$ cat config.mk
export PLATFORM = sky130hd
export DESIGN_NAME = p2s_arb_ctrl
export DESIGN_NICKNAME = d
export VERILOG_FILES = /design/src/rtl/p2s_arb_ctrl.sv
export SDC_FILE = /design/constraint.sdc
export NUM_CORES = 1
export LEC_CHECK = 0
export ABC_AREA = 0
export CORE_MARGIN = 3
export CORE_UTILIZATION = 51
export CTS_CLUSTER_SIZE = 24
export DETAILED_ROUTE_END_ITERATION = 7
export PLACE_DENSITY = 0.85
export SLEW_MARGIN = 20
export SYNTH_ARGS = -nofsm -noshare
export SYNTH_HDL_FRONTEND = slang
export SYNTH_SLANG_ARGS = --single-unit
$ cat constraint.sdc
create_clock -name clk -period 4.2 [get_ports clk]
set_input_delay 0.63 -clock clk [delete_from_list [all_inputs] [get_ports clk]]
set_output_delay 0.63 -clock clk [all_outputs]
set_load 0.03 [all_outputs]
$ cat src/rtl/p2s_arb_ctrl.sv
// Two-requester arbiter and sequencer that shares one p2s serialiser between channels 0 and 1.
// Define P2S_ARB_CTRL_PRIO_EN for fixed priority (channel 0 wins); default build is round-robin.
module p2s_arb_ctrl #(
   parameter int WIDTH      = 8,
   parameter int GAP_CYCLES = 1
) (
   input  logic             clk,
   input  logic             rst,
   input  logic             req0_valid,
   input  logic [WIDTH-1:0] req0_data,
   output logic             req0_ready,
   input  logic             req1_valid,
   input  logic [WIDTH-1:0] req1_data,
   output logic             req1_ready,
   output logic             p2s_rst,
   output logic             p2s_load,
   output logic [WIDTH-1:0] p2s_par,
   output logic             ser_valid,
   output logic             ser_chan,
   output logic             frame_done,
   output logic             busy
);

   localparam int CW = (WIDTH > 1) ? $clog2(WIDTH) : 1;
   localparam logic [CW-1:0] BIT_LAST = CW'(WIDTH - 1);
   localparam logic [7:0]    GAP_LAST = 8'(GAP_CYCLES - 1);

   typedef enum logic [1:0] {
      S_IDLE  = 2'd0,
      S_LOAD  = 2'd1,
      S_SHIFT = 2'd2,
      S_GAP   = 2'd3
   } state_t;

   state_t           state_q, state_d;
   logic [WIDTH-1:0] data_q, data_d;
   logic             chan_q, chan_d;
   logic [CW-1:0]    bit_cnt_q, bit_cnt_d;
   logic [7:0]       gap_cnt_q, gap_cnt_d;
   logic             p2s_rst_q, p2s_rst_d;
   logic             p2s_load_q, p2s_load_d;
   logic             ser_valid_q, ser_valid_d;
   logic             ser_chan_q, ser_chan_d;
   logic             frame_done_q, frame_done_d;
   logic             busy_q, busy_d;
   logic             gnt_chan_s;
   logic             accept_s;

`ifndef P2S_ARB_CTRL_PRIO_EN
   logic             last_grant_q, last_grant_d;
`endif

   // Grant selection: contested requests go to the channel that did not win last time.
   always_comb begin
      gnt_chan_s = 1'b0;
      if (req0_valid && req1_valid) begin
`ifdef P2S_ARB_CTRL_PRIO_EN
         gnt_chan_s = 1'b0;
`else
         gnt_chan_s = ~last_grant_q;
`endif
      end else if (req1_valid) begin
         gnt_chan_s = 1'b1;
      end else begin
         gnt_chan_s = 1'b0;
      end
   end

   // Ready only while idle and the serialiser is out of its clear.
   assign accept_s   = (state_q == S_IDLE) && !p2s_rst_q && (req0_valid || req1_valid);
   assign req0_ready = accept_s && !gnt_chan_s;
   assign req1_ready = accept_s && gnt_chan_s;

`ifndef P2S_ARB_CTRL_PRIO_EN
   // Remember the last winner for round-robin.
   always_comb begin
      last_grant_d = last_grant_q;
      if (accept_s) begin
         last_grant_d = gnt_chan_s;
      end else begin
         last_grant_d = last_grant_q;
      end
   end

   // Last-grant register; resets to 1 so channel 0 wins the first contest.
   always_ff @(posedge clk or negedge rst) begin
      if (!rst) begin
         last_grant_q <= 1'b1;
      end else begin
         last_grant_q <= last_grant_d;
      end
   end
`endif

   // Frame sequencer next-state and registered-output values.
   always_comb begin
      state_d   = state_q;
      data_d    = data_q;
      chan_d    = chan_q;
      bit_cnt_d = bit_cnt_q;
      gap_cnt_d = gap_cnt_q;
      p2s_rst_d = 1'b0;
      case (state_q)
         S_IDLE: begin
            if (accept_s) begin
               data_d  = gnt_chan_s ? req1_data : req0_data;
               chan_d  = gnt_chan_s;
               state_d = S_LOAD;
            end else begin
               state_d = S_IDLE;
            end
         end
         S_LOAD: begin
            bit_cnt_d = BIT_LAST;
            state_d   = S_SHIFT;
         end
         S_SHIFT: begin
            if (bit_cnt_q == '0) begin
               if (GAP_CYCLES > 0) begin
                  gap_cnt_d = GAP_LAST;
                  state_d   = S_GAP;
               end else begin
                  state_d   = S_IDLE;
               end
            end else begin
               bit_cnt_d = bit_cnt_q - CW'(1);
            end
         end
         S_GAP: begin
            if (gap_cnt_q == 8'd0) begin
               state_d   = S_IDLE;
            end else begin
               gap_cnt_d = gap_cnt_q - 8'd1;
            end
         end
         default: begin
            state_d = S_IDLE;
         end
      endcase
      // serout lags the serialiser's shift by one edge, so the strobes are one cycle behind SHIFT
      p2s_load_d   = (state_d == S_LOAD);
      busy_d       = (state_d != S_IDLE);
      ser_valid_d  = (state_q == S_SHIFT);
      ser_chan_d   = chan_q;
      frame_done_d = (state_q == S_SHIFT) && (bit_cnt_q == '0);
   end

   // State, datapath and output registers.
   always_ff @(posedge clk or negedge rst) begin
      if (!rst) begin
         state_q      <= S_IDLE;
         data_q       <= '0;
         chan_q       <= 1'b0;
         bit_cnt_q    <= '0;
         gap_cnt_q    <= 8'd0;
         p2s_rst_q    <= 1'b1;
         p2s_load_q   <= 1'b0;
         ser_valid_q  <= 1'b0;
         ser_chan_q   <= 1'b0;
         frame_done_q <= 1'b0;
         busy_q       <= 1'b0;
      end else begin
         state_q      <= state_d;
         data_q       <= data_d;
         chan_q       <= chan_d;
         bit_cnt_q    <= bit_cnt_d;
         gap_cnt_q    <= gap_cnt_d;
         p2s_rst_q    <= p2s_rst_d;
         p2s_load_q   <= p2s_load_d;
         ser_valid_q  <= ser_valid_d;
         ser_chan_q   <= ser_chan_d;
         frame_done_q <= frame_done_d;
         busy_q       <= busy_d;
      end
   end

   assign p2s_rst    = p2s_rst_q;
   assign p2s_load   = p2s_load_q;
   assign p2s_par    = data_q;
   assign ser_valid  = ser_valid_q;
   assign ser_chan   = ser_chan_q;
   assign frame_done = frame_done_q;
   assign busy       = busy_q;

endmodule

## Yosys cells after proc, flatten, opt, wreduce, memory -nomap -nowiden

Index checks and enable logic that the tools add are counted.

| word-level totals | value |
|---|---|
| register bits | 29 |
| input port bits | 20 |

| operators by class | value |
|---|---|
| add/subtract/negate cells | 2 |
| equal/unequal tests | 7 |
| muxes and demuxes | 12 |
| bitwise operators | 1 |
| reduce and logical (&&, ||, !) cells | 18 |

Operators with widths:

| cell | count |
|---|---|
| $mux 8 | 3 |
| $pmux 8 s2 | 1 |
| $logic_not 8->1 | 1 |
| $pmux 2 s4 | 1 |
| $sub 8x1->8 const B | 1 |
| $logic_and 1x1->1 | 6 |
| $pmux 3 s2 | 1 |
| $reduce_bool 2->1 | 3 |
| $eq 2x1->1 const B | 2 |
| $eq 2x2->1 const B | 2 |
| $mux 2 | 2 |
| $ne 2x2->1 const B | 2 |
| $reduce_and 2->1 | 2 |
| $logic_not 3->1 | 1 |
| $mux 1 | 3 |
| $mux 3 | 1 |
| $reduce_and 3->1 | 1 |
| $sub 3x1->3 const B | 1 |
| $logic_not 1->1 | 2 |
| $logic_not 2->1 | 1 |
| $ne 2x1->1 const B | 1 |
| $logic_or 1x1->1 | 1 |
| $not 1->1 | 1 |

## Logic depth before layout (Yosys ltp)

| logic depth | value |
|---|---|
| depth after elaboration | 6 |
| mapped depth | 6 |
| gate-level depth less buffers | 6 |

## Worst setup path after synthesis

No wires, ideal clock.

| timing | value |
|---|---|
| kind | input -> output |
| start point | input req1_valid |
| end point | output req0_ready |
| arrival time | 1.732 ns |
| required time | 3.570 ns |
| slack | 1.838 ns |
| cell stages on the path | 4 |
| cells stage by stage | nor2_1 or4_1 clkbuf_1 nor2_1 |

| on the way | value |
|---|---|
| cells in the longest elaborated chain, start to end | 4 |
| elaborated cells on any way between the ends | 7 |
| those cells by class | mux (2); reduce/logical (5) |

RTL lines:

| what | RTL line | RTL |
|---|---|---|
| from (decl) | 12 | `input logic req1_valid,` |
| $mux 1 / $logic_and 1x1->1 (equally long branches) | 62, 56 |  |
| $mux 1 | 56 | `if (req0_valid && req1_valid) begin` |
| $logic_not 1->1 | 71 | `assign req0_ready = accept_s && !gnt_chan_s;` |
| $logic_and 1x1->1 (*) | 71 |  |
| to (decl) | 11 | `output logic req0_ready,` |

Every way passes the cells marked *; elsewhere a longest branch is shown, timed or not.

## Final worst setup path

| timing | value |
|---|---|
| start point | input req0_valid |
| end point | output req1_ready |

| on the way | value |
|---|---|
| cells in the longest elaborated chain, start to end | 3 |
| elaborated cells on any way between the ends | 5 |
| those cells by class | mux (1); reduce/logical (4) |

RTL lines:

| what | RTL line | RTL |
|---|---|---|
| from (decl) | 9 | `input logic req0_valid,` |
| $logic_and 1x1->1 / $logic_or 1x1->1 (equally long branches) | 56, 70 |  |
| $mux 1 / $logic_and 1x1->1 (equally long branches) | 56, 70 |  |
| $logic_and 1x1->1 (*) | 72 | `assign req1_ready = accept_s && gnt_chan_s;` |
| to (decl) | 14 | `output logic req1_ready,` |

Marked as above.

==> qor.csv <==
stage,metric,value,unit
hold_path,Hold EP,ser_chan$_DFF_PN0_,
critical_path,launching point of the worst reg2reg path,gap_cnt_q[1]$_DFFE_PN0P_,
route,Vias per Instance,5.451,
clock_network,H-tree depth,2,
placed_design,placed insts,198,
synthesis,"area leader, netlist",dfrtp_1,
die,core area,2500,um^2
route,DRT antenna net count,0,
route,1st-iter DRT viols,33,
run_status,status,completed,
synthesis,synthesized cell area,1355,um^2
synthesis,Post-synth EDFFs,0,
critical_path,worst-path fanout max,21,
synthesis,syn_nets,160,
hold_path,worst hold stages,0,
power,Seq pwr share,0.414,
sta,unrepaired setup endpoints after global routing,false,
synthesis,largest cells by area after synthesis,"dfrtp_1 50%, mux2i_1 8.1%, nand2_1 5.5%",
die,num rows,18,
power,Clk pwr share,0.165,
synthesis,Post-synth top cells,"27 x dfrtp_1, 20 x nand2_1, 12 x nor2_1, 12 x o21ai_0, 11 x mux2i_1",
placed_design,DPL Wire Length,2.216,mm
power,PwrDens,580.4,nW/um^2
final_layout,nets@finish,199,
global_route,pin count of the biggest net entering global routing,22,
clock_network,"Clk Latency, worst-skew pair",0.33,ns
clock_network,CTS Hold Bufs,0,
power,NetSw,405.8,uW
global_route,first-pass GRT wire length,4.857,mm
critical_path,crit start category,primary input,
route,via count,1123,
synthesis,Synth top area share,0.4986,
run,maxcap violations,0,
power,Int Pwr,637.1,uW
power,Leak,0.0008476,uW
final_layout,Layout Cells excl Fill,206,
final_layout,n_diodes,0,
sta,Relative slew margins,0.4024,
global_route,global-route usage over all layers,0.1943,
critical_path,R2R depth,6,
critical_path,WP data arrival,2.88,ns
global_route,initial antenna violation count,0,
synthesis,syn avg cell area,9.964,um^2
die,die area,3311,um^2
clock_network,CTS max path bufs,2,
sta,Clock Skew,0.01080,ns
global_route,grt total ovfl,0,
critical_path,Critical Path End Type,primary output,
hold_path,Hold WC Path Type,reg -> reg,
placed_design,Placer Congestion,0.7921,
synthesis,YS warnings,0,
sta,Tcrit/Tclk final,0.8353,
synthesis,register area share after synthesis,0.5374,
route,WL per Instance,13.97,um
final_layout,final core utilization,0.7187,
die,Die X,57.55,um
route,drt first pass iters,5,
sta,Final Setup Violations,0,
route,drt total wl,2.878,mm
critical_path,register-to-register setup slack,2.29,ns
hold_path,min-delay src,chan_q$_DFFE_PN0P_,
die,Ports,36,
die,starting density of the core,0.5420,
placed_design,I/O Buffers,35,
power,Switching Share,0.3891,
sta,min cycle time layout,3.508,ns
final_layout,area delta synth->final,32.59,%
sta,Max Freq,285.0,MHz
synthesis,post-synth cell types,34,
clock_network,setup bufs post-CTS,0,
power,combinational power share,0.421,
synthesis,"Top FF cell, synth",dfrtp_1,
clock_network,CTS Buf Count,5,
global_route,vias in the first global route,1174,
sta,setup TNS,0,ns
sta,Slew @ Worst Pin,0.8936,ns
clock_network,TritonCTS clock tree,yes,
route,DRC,0,
critical_path,CP Data Required Time,3.57,ns
power,worst vdd ir,450.8,uV
synthesis,post-synthesis cell count,136,
critical_path,critical path class,in -> out,
synthesis,Synth Register Bits,29,
die,Die Ht,57.55,um
clock_network,CTS resizes,0,
final_layout,layout cells sized above 1,0.06818,
sta,Final Hold Fails,0,
clock_network,Clock Pin Slew Worst Setup and Hold Paths,0.08,ns
sta,Max Transition Viols Final,0,
critical_path,Reg2Reg Capture Point,gap_cnt_q[5]$_DFFE_PN0P_,
clock_network,Clock Sinks,29,
synthesis,async set-or-reset flop fraction in the synthesized netlist,1.000,
clock_network,root buffer cell,clkbuf_4,
synthesis,most frequent cell after synthesis,dfrtp_1,
[routing by layer]
| metal | global-route usage | vias to the layer above | wire length, um |
|---|---|---|---|
| met2 | 0.3306 | 49 | 1469 |
| met1 | 0.2050 | 522 | 1140 |
| met5 | 0 | - | 0 |
| met3 | 0.05430 | 11 | 198 |
| met4 | 0.1358 | 0 | 70 |
| li1 | - | 541 | - |
[worst max-delay path, stage by stage]
cell             delay (ns)
clkdlybuf4s50_1        0.48
nor2_1                 0.04
or4_1                  0.70
inv_1                  0.20
nand2_1                0.11
inv_1                  0.06
clkdlybuf4s50_1        0.66
[flip-flops by register name, indices dropped and copies added, names as in the netlist]
signal	flops
ser_chan	1
chan_q	1
p2s_par	8
last_grant_q	1
bit_cnt_q	3
frame_done	1
p2s_load	1
p2s_rst	1
state_q	2
ser_valid	1
gap_cnt_q	8
busy	1
[area by class of cell]
| type | count | area (um^2) |
|---|---|---|
| Inverter | 8 | 30.03 |
| Sequential cell | 29 | 728.2 |
| Clock buffer | 8 | 58.81 |
| Fill cell | 180 | 703.2 |
| Multi-Input combinational cell | 94 | 576.8 |
| Timing Repair Buffer | 37 | 365.4 |
| Tap cell | 30 | 37.54 |
[kinds of logic (layout without fill, tap and decap cells)]
kind of cell / Yosys count / after routing / synth area share
fa+ha+maj: 4 / 4 / 0.03694
other cells: 1 / 1 / 0.002767
compound gates: 23 / 23 / 0.1007
buf+inv: 13 / 53 / 0.03693
mux: 11 / 11 / 0.08126
flops: 29 / 29 / 0.5374
xor+xnor: 2 / 2 / 0.01293
simple gates: 53 / 53 / 0.1911
[metrics by stage]
| step | worst slack (ns) | area (um^2) | hold slack [ns] | total power (uW) |
|---|---|---|---|---|
| 2_1_floorplan | 1.838 | 1355 | 0.3344 | 694.0 |
| 3_3_place_gp | 0.7523 | 1738 | 0.3725 | 858.0 |
| 3_5_place_dp | 0.6824 | 1738 | 0.3724 | 878.3 |
| 4_1_cts | 0.6828 | 1797 | 0.3913 | 1051 |
| 5_1_grt | 0.5381 | 1797 | 0.4189 | 1102 |
| 6_report | 0.6918 | 1797 | 0.3857 | 1043 |
[worst max-delay path by stage]
stage,endpoint,slack [ns],cells past startpoint,start
2_1_floorplan,req0_ready,1.84,4,req1_valid
3_3_place_gp,req1_ready,0.75,7,req0_valid
3_5_place_dp,req1_ready,0.68,7,req0_valid
4_1_cts,req1_ready,0.68,7,req0_valid
5_1_grt,req1_ready,0.54,7,req0_valid
6_report,req1_ready,0.69,7,req0_valid
[power groups by stage]
stage | sequential (uW) | clock (uW) | combinational [uW]
after CTS | 432 | 175 | 444
after floorplan | 517 | 0 | 177
final | 432 | 172 | 439
after global routing | 444 | 186 | 472
after detailed placement | 433 | 0 | 445
after global placement | 430 | 0 | 428
[cell usage in the layout (no fill, tap or decap), drive strengths merged, types with 4 or more instances in the layout]
cell type,count
nand3,6
inv,8
nor2,12
nand2,20
dfrtp,27
clkbuf,8
clkdlybuf4s50,35
mux2i,11
o21ai,12
ha,4
No activity file was read; power rests on OpenSTA's default activity.
